## config.mk

```make
export PLATFORM = sky130hd
export DESIGN_NAME = pipelined_rca
export DESIGN_NICKNAME = d
export VERILOG_FILES = /design/src/rtl/pipelined_rca.sv
export SDC_FILE = /design/constraint.sdc
export NUM_CORES = 1
export LEC_CHECK = 0
export ABC_CLOCK_PERIOD_IN_PS = 3800
export CAP_MARGIN = 40
export CORE_ASPECT_RATIO = 0.8
export CORE_UTILIZATION = 54
export CTS_BUF_LIST = sky130_fd_sc_hd__clkbuf_8
export DETAILED_ROUTE_END_ITERATION = 7
export PLACE_DENSITY = 0.78
export SETUP_SLACK_MARGIN = 0.3
export SLEW_MARGIN = 5
export SYNTH_ARGS = -nofsm -noshare
export SYNTH_HDL_FRONTEND = slang
export SYNTH_SLANG_ARGS = --single-unit
```

## constraint.sdc

```tcl
create_clock -name clk -period 3.8 [get_ports clk]
set_input_delay 0.76 -clock clk [delete_from_list [all_inputs] [get_ports clk]]
set_output_delay 0.76 -clock clk [all_outputs]
set_load 0.05 [all_outputs]
```

## src/rtl/pipelined_rca.sv

```systemverilog
// rtl/pipelined_rca.sv - segmented ripple-carry adder pipeline with valid/ready flow control
// Optional signed-overflow output is built only when RCA_OVF_EN is defined.
module pipelined_rca #(
  parameter int WIDTH = 30,
  parameter int SEG   = 4
) (
  input  logic             clk,
  input  logic             rst,
  input  logic             in_valid,
  output logic             in_ready,
  input  logic [WIDTH-1:0] a,
  input  logic [WIDTH-1:0] b,
  input  logic             cin,
  input  logic             sub,
  output logic             out_valid,
  input  logic             out_ready,
  output logic [WIDTH-1:0] sum,
  output logic             cout
`ifdef RCA_OVF_EN
  ,
  output logic             ovf
`endif
);

  localparam int STAGES = (WIDTH + SEG - 1) / SEG;

  logic             adv;
  logic             stg_v   [STAGES];
  logic [WIDTH-1:0] stg_a   [STAGES];
  logic [WIDTH-1:0] stg_b   [STAGES];
  logic [WIDTH-1:0] stg_sum [STAGES];
  logic             stg_c   [STAGES];

  // One global advance: the whole pipe moves or the whole pipe holds.
  assign adv      = !out_valid || out_ready;
  assign in_ready = adv;

  assign stg_v[0]   = in_valid && adv;
  assign stg_a[0]   = a;
  assign stg_b[0]   = sub ? ~b : b;
  assign stg_sum[0] = '0;
  assign stg_c[0]   = cin;

  for (genvar k = 0; k < STAGES; k++) begin : g_stage
    localparam int LO = k * SEG;
    localparam int HI = ((k + 1) * SEG < WIDTH) ? (k + 1) * SEG - 1 : WIDTH - 1;

    logic [WIDTH-1:0] sum_d;
    logic             carry_d;

    // Ripple through this stage's segment; other sum bits pass through untouched.
    always_comb begin
      sum_d   = stg_sum[k];
      carry_d = stg_c[k];
      for (int i = LO; i <= HI; i++) begin
        sum_d[i] = stg_a[k][i] ^ stg_b[k][i] ^ carry_d;
        carry_d  = (stg_a[k][i] & stg_b[k][i]) | (carry_d & (stg_a[k][i] ^ stg_b[k][i]));
      end
    end

    if (k < STAGES - 1) begin : g_mid
      logic             valid_q;
      logic             carry_q;
      logic [WIDTH-1:0] a_q;
      logic [WIDTH-1:0] b_q;
      logic [WIDTH-1:0] sum_q;

      always_ff @(posedge clk) begin
        if (rst) begin
          valid_q <= 1'b0;
        end else if (adv) begin
          valid_q <= stg_v[k];
        end
      end

      // Data of bubbles is don't-care, so these need no reset.
      always_ff @(posedge clk) begin
        if (adv) begin
          a_q     <= stg_a[k];
          b_q     <= stg_b[k];
          sum_q   <= sum_d;
          carry_q <= carry_d;
        end
      end

      assign stg_v[k+1]   = valid_q;
      assign stg_a[k+1]   = a_q;
      assign stg_b[k+1]   = b_q;
      assign stg_sum[k+1] = sum_q;
      assign stg_c[k+1]   = carry_q;
    end else begin : g_last
      logic             valid_q;
      logic             cout_q;
      logic [WIDTH-1:0] sum_q;

      always_ff @(posedge clk) begin
        if (rst) begin
          valid_q <= 1'b0;
          sum_q   <= '0;
          cout_q  <= 1'b0;
        end else if (adv) begin
          valid_q <= stg_v[k];
          sum_q   <= sum_d;
          cout_q  <= carry_d;
        end
      end

      assign out_valid = valid_q;
      assign sum       = sum_q;
      assign cout      = cout_q;

`ifdef RCA_OVF_EN
      logic ovf_d;
      logic ovf_q;

      // Carry into the MSB is recovered as a ^ b' ^ sum at that bit.
      assign ovf_d = stg_a[k][WIDTH-1] ^ stg_b[k][WIDTH-1] ^ sum_d[WIDTH-1] ^ carry_d;

      always_ff @(posedge clk) begin
        if (rst) begin
          ovf_q <= 1'b0;
        end else if (adv) begin
          ovf_q <= ovf_d;
        end
      end

      assign ovf = ovf_q;
`endif
    end
  end

endmodule

```

# Word-level counts from Yosys, hierarchy flattened

Cells that the tools add are included.

Reduce and logical (&&, ||, !) cells: 3
Bitwise operators: 151
Mux-type cells: 1

Operators by type and width:

| operator          | number |
|---|---|
| bitwise AND 1 bit | 60 |
| XOR 1 bit         | 60 |
| 2-to-1 mux 30 bit | 1 |
| NOT 30 bit        | 1 |
| bitwise OR 1 bit  | 30 |
| logical AND 1 bit | 1 |
| zero test 1 bit   | 1 |
| logical OR 1 bit  | 1 |

Output and inout port bits: 33
Input bits: 66
Word-level logic and storage cells: 193
Register bits after elaboration: 578

# Depth between registers and ports, before layout

Depth in word-level cells: 11
Mapped depth: 9
Depth with buffers taken out: 8

# Worst setup path after synthesis

Ideal clock, no wire load.

Path type: input -> output
Start: input out_ready
End: output in_ready
Arrival time: 3.007 ns
Stages on the path: 3
Required time: 3.040 ns
Path slack: 0.033 ns
Path buffers: 1
Path through: nor2b_4 -> buf_12 -> inv_4

Longest elaborated chain between the ends: 1

RTL lines:

| what               | line | source |
|---|---|---|
| start: declaration | 16   | `input logic out_ready,` |
| logical OR 1 bit   | 35   | `assign adv = !out_valid \|\| out_ready;` |
| end: declaration   | 10   | `output logic in_ready,` |

Every way passes these cells.

# Final worst setup path

Start: register g_stage[7].g_last.valid_q (netlist: out_valid)
End: output in_ready

Longest elaborated chain between the ends: 2

RTL lines:

| what                     | line | source |
|---|---|---|
| start: declaration       | 92   | `logic valid_q;` |
| start signal: assignment | 102  | `valid_q <= stg_v[k];` |
| zero test 1 bit          | 35   |  |
| logical OR 1 bit         | 35   |  |

Every way passes these cells.

==> qor.txt <==
outcome: complete, no violations
worst setup path startpoint: out_valid
DR pass1 iterations: 4
Vias/cell: 4.58
crit path max-delay cell type: dfxtp_1
CP Class: reg -> out
Die ar.: 23500 sq um
mapped cell area: 12400 sq um
CTS tree: yes
leakage: 0.00557 uW
most frequent cells in the layout: edfxtp_1, clkdlybuf4s50_1, inv_1, clkbuf_8, dfxtp_1
vias in the first global route: 5102
post-cts gate resize count: 0
crit path launch type: flop
port bufs: 98
Starting Density: 0.550
RD Place Congestion: 0.690
commonest non-fill, non-tap cell in the layout: edfxtp_1
clock latency on the worst-skew pair: 0.55 ns
worst reg2reg setup slack: 1.62 ns
Remaining DRCs: 0
Mean Syn Cell Area: 20.1 sq um
total CTS buffers: 49
Tcrit/Tclk final: 0.766
pwr dens: 581 nW/um^2
Critical Path Fanout Max: 73
gr ovfl total: 0
CP most frequent cell: buf_4
register area share after synthesis: 0.828
initial antenna violation count: 0
Antenna Nets Post-Route: 0
Adder-Cell Fraction of Synth Area: 0.0485
Max Cap Viol: 0
actual slew at the worst max-slew pin: 0.873 ns
Max Freq: 0.343 GHz
worst setup path end: in_ready
nets: 847
placeable core region: 22500 sq um
total vias in the final route: 5016
first-pass GRT wire length: 24000 um
Worst Setup End Kind: output port
Largest stage delay, worst path: 0.34 ns
postcts setup bufs: 0
Clock Sinks: 354
Synth warnings: 0
H-tree levels: 2
mux cell area share after synthesis: 0.00485
Core Rows: 49
simple-gate share of the synthesized area: 0.0476
final setup fails: 0
Compound-Gate Fraction of Synth Area: 0.0182
Period minus WS final: 2.91 ns
Rel. slew slack: 0.418
Synth Register Bits: 354
RR Endpoint: g_stage[0].g_mid.b_q[27]
clk root buf: clkbuf_8
Post-DP Area: 13700 sq um
xor/xnor share of the synthesized area: 0.0212
fraction of layout instances using a drive strength above 1: 0.108
Cells after Synth: 615
area grow syn2layout: 18.2%
RSZ-0062 raised after global routing: no
WL final: 14800 um
CP cell instances: buf_4, nor2b_4, clkinv_8, buf_4
Design Area, Final: 14600 sq um
n_diodes: 0
synth unique cells: 24
Fin. Hold Viols: 0
VDD IR-drop max: 0.000234 V
initial drt markers: 349
largest net degree at the start of global routing: 120
I/O Pins: 99
Required @ worst endpoint: 3.04 ns
worst-case reg-to-reg path depth: 4
GRT Overall Usage: 0.132
Reg-to-Reg Start: out_valid
Final Skew: 0.0312 ns
final setup TNS: 0 ns
Pwr Total: 8500 uW
crit path DAT: 2.15 ns
Die Y: 137 um
Syn Nets: 711
WL/cell: 13.6 um
largest family of logic cells by synthesized area: adder cells
Reg clk slew, reported paths: 0.06 ns
cts hold-fix bufs: 0
path type of the worst min-delay path: reg -> reg
Longest Clk Path Bufs: 3
dpl hpwl: 9230 um
Die Wd: 171 um
Slew Viols, Final: 0
-- synth_stat cells --
cell type | number | area share
o31ai_1 | 1 | 0.00061
a211oi_2 | 1 | 0.0010
buf_12 | 1 | 0.0016
inv_1 | 72 | 0.022
nand2b_1 | 35 | 0.018
a21oi_1 | 1 | 0.00040
xor2_1 | 28 | 0.020
clkbuf_1 | 12 | 0.0036
nor3b_1 | 1 | 0.00061
clkbuf_2 | 2 | 0.00081
inv_4 | 1 | 0.00051
buf_6 | 2 | 0.0018
dfxtp_1 | 39 | 0.063
mux2i_1 | 6 | 0.0049
o21ai_0 | 10 | 0.0040
fa_1 | 30 | 0.049
edfxtp_1 | 315 | 0.76
buf_2 | 4 | 0.0016
o21ai_1 | 10 | 0.0040
xnor2_1 | 2 | 0.0014
nand4bb_1 | 31 | 0.028
o31ai_4 | 1 | 0.0017
nor2b_4 | 1 | 0.0011
o21ai_2 | 9 | 0.0064
-- critical path: cells and delay by family (launching register included) --
| family | cells | cell delay (ns) |
|---|---|---|
| buffers and inverters | 3 | 0.93 |
| flip-flops | 1 | 0.34 |
| AND/OR/NAND/NOR | 1 | 0.30 |
-- worst min-delay path by stage --
| stage | slack [ns] | depth (start not counted) | start | to |
|---|---|---|---|---|
| after floorplan | 0.40 | 0 | g_stage[0].g_mid.a_q[10] | g_stage[1].g_mid.a_q[10] |
| after CTS | 0.40 | 0 | g_stage[2].g_mid.a_q[25] | g_stage[3].g_mid.a_q[25] |
| after global placement | 0.40 | 0 | g_stage[4].g_mid.sum_q[12] | g_stage[5].g_mid.sum_q[12] |
| after detailed placement | 0.40 | 0 | g_stage[0].g_mid.b_q[11] | g_stage[1].g_mid.b_q[11] |
| final | 0.40 | 0 | g_stage[2].g_mid.b_q[18] | g_stage[3].g_mid.b_q[18] |
| after global routing | 0.41 | 0 | g_stage[2].g_mid.b_q[18] | g_stage[3].g_mid.b_q[18] |
-- area by class of cell --
class / count / area [sq um]
Clock buffer: 59 / 812
Timing Repair Buffer: 106 / 1040
Fill cell: 1513 / 7880
Sequential cell: 354 / 10200
Tap cell: 306 / 383
Multi-Input combinational cell: 167 / 1740
Clock inverter: 30 / 118
Inverter: 73 / 287
-- state kept, by name (all words and copies together), names as in the netlist --
register               flops
cout                       1
g_stage.g_mid.a_q         98
g_stage.g_mid.b_q         98
g_stage.g_mid.carry_q      7
g_stage.g_mid.sum_q      112
g_stage.g_mid.valid_q      7
out_valid                  1
sum                       30
-- layer usage --
| layer | track usage | wire length [um] |
|---|---|---|
| met1 | 0.176 | 7030 |
| met2 | 0.207 | 6640 |
| met3 | 0.0342 | 777 |
| met4 | 0.0551 | 395 |
| met5 | 0 | 0 |
-- power by group --
group | internal [uW] | switching (uW)
Sequential | 4970 | 191
Clock | 1400 | 1250
Combinational | 285 | 405
Total | 6650 | 1850
-- logic make-up (layout without fill, tap and decap cells) --
kind of cell,count (synthesis),in the layout
buffers and inverters,94,268
xor gates and xnor gates,30,30
muxes,6,6
adders and majority gates,30,30
AOI/OAI and AO/OA,33,33
DFF,354,354
and+or+nand+nor,68,68
-- metrics by stage --
step / worst slack (ns) / instances / utilization / hold slack (ns)
floorplan: 0.597 / 615 / - / 0.400
global placement: 0.653 / 1006 / 0.608 / 0.401
detailed placement: 0.600 / 1006 / 0.608 / 0.405
CTS: 0.831 / 1095 / 0.650 / 0.400
global route: 0.738 / 1095 / 0.650 / 0.410
finish: 0.889 / 1095 / 0.650 / 0.401
Note: power is estimated with default switching activity, not from simulation.
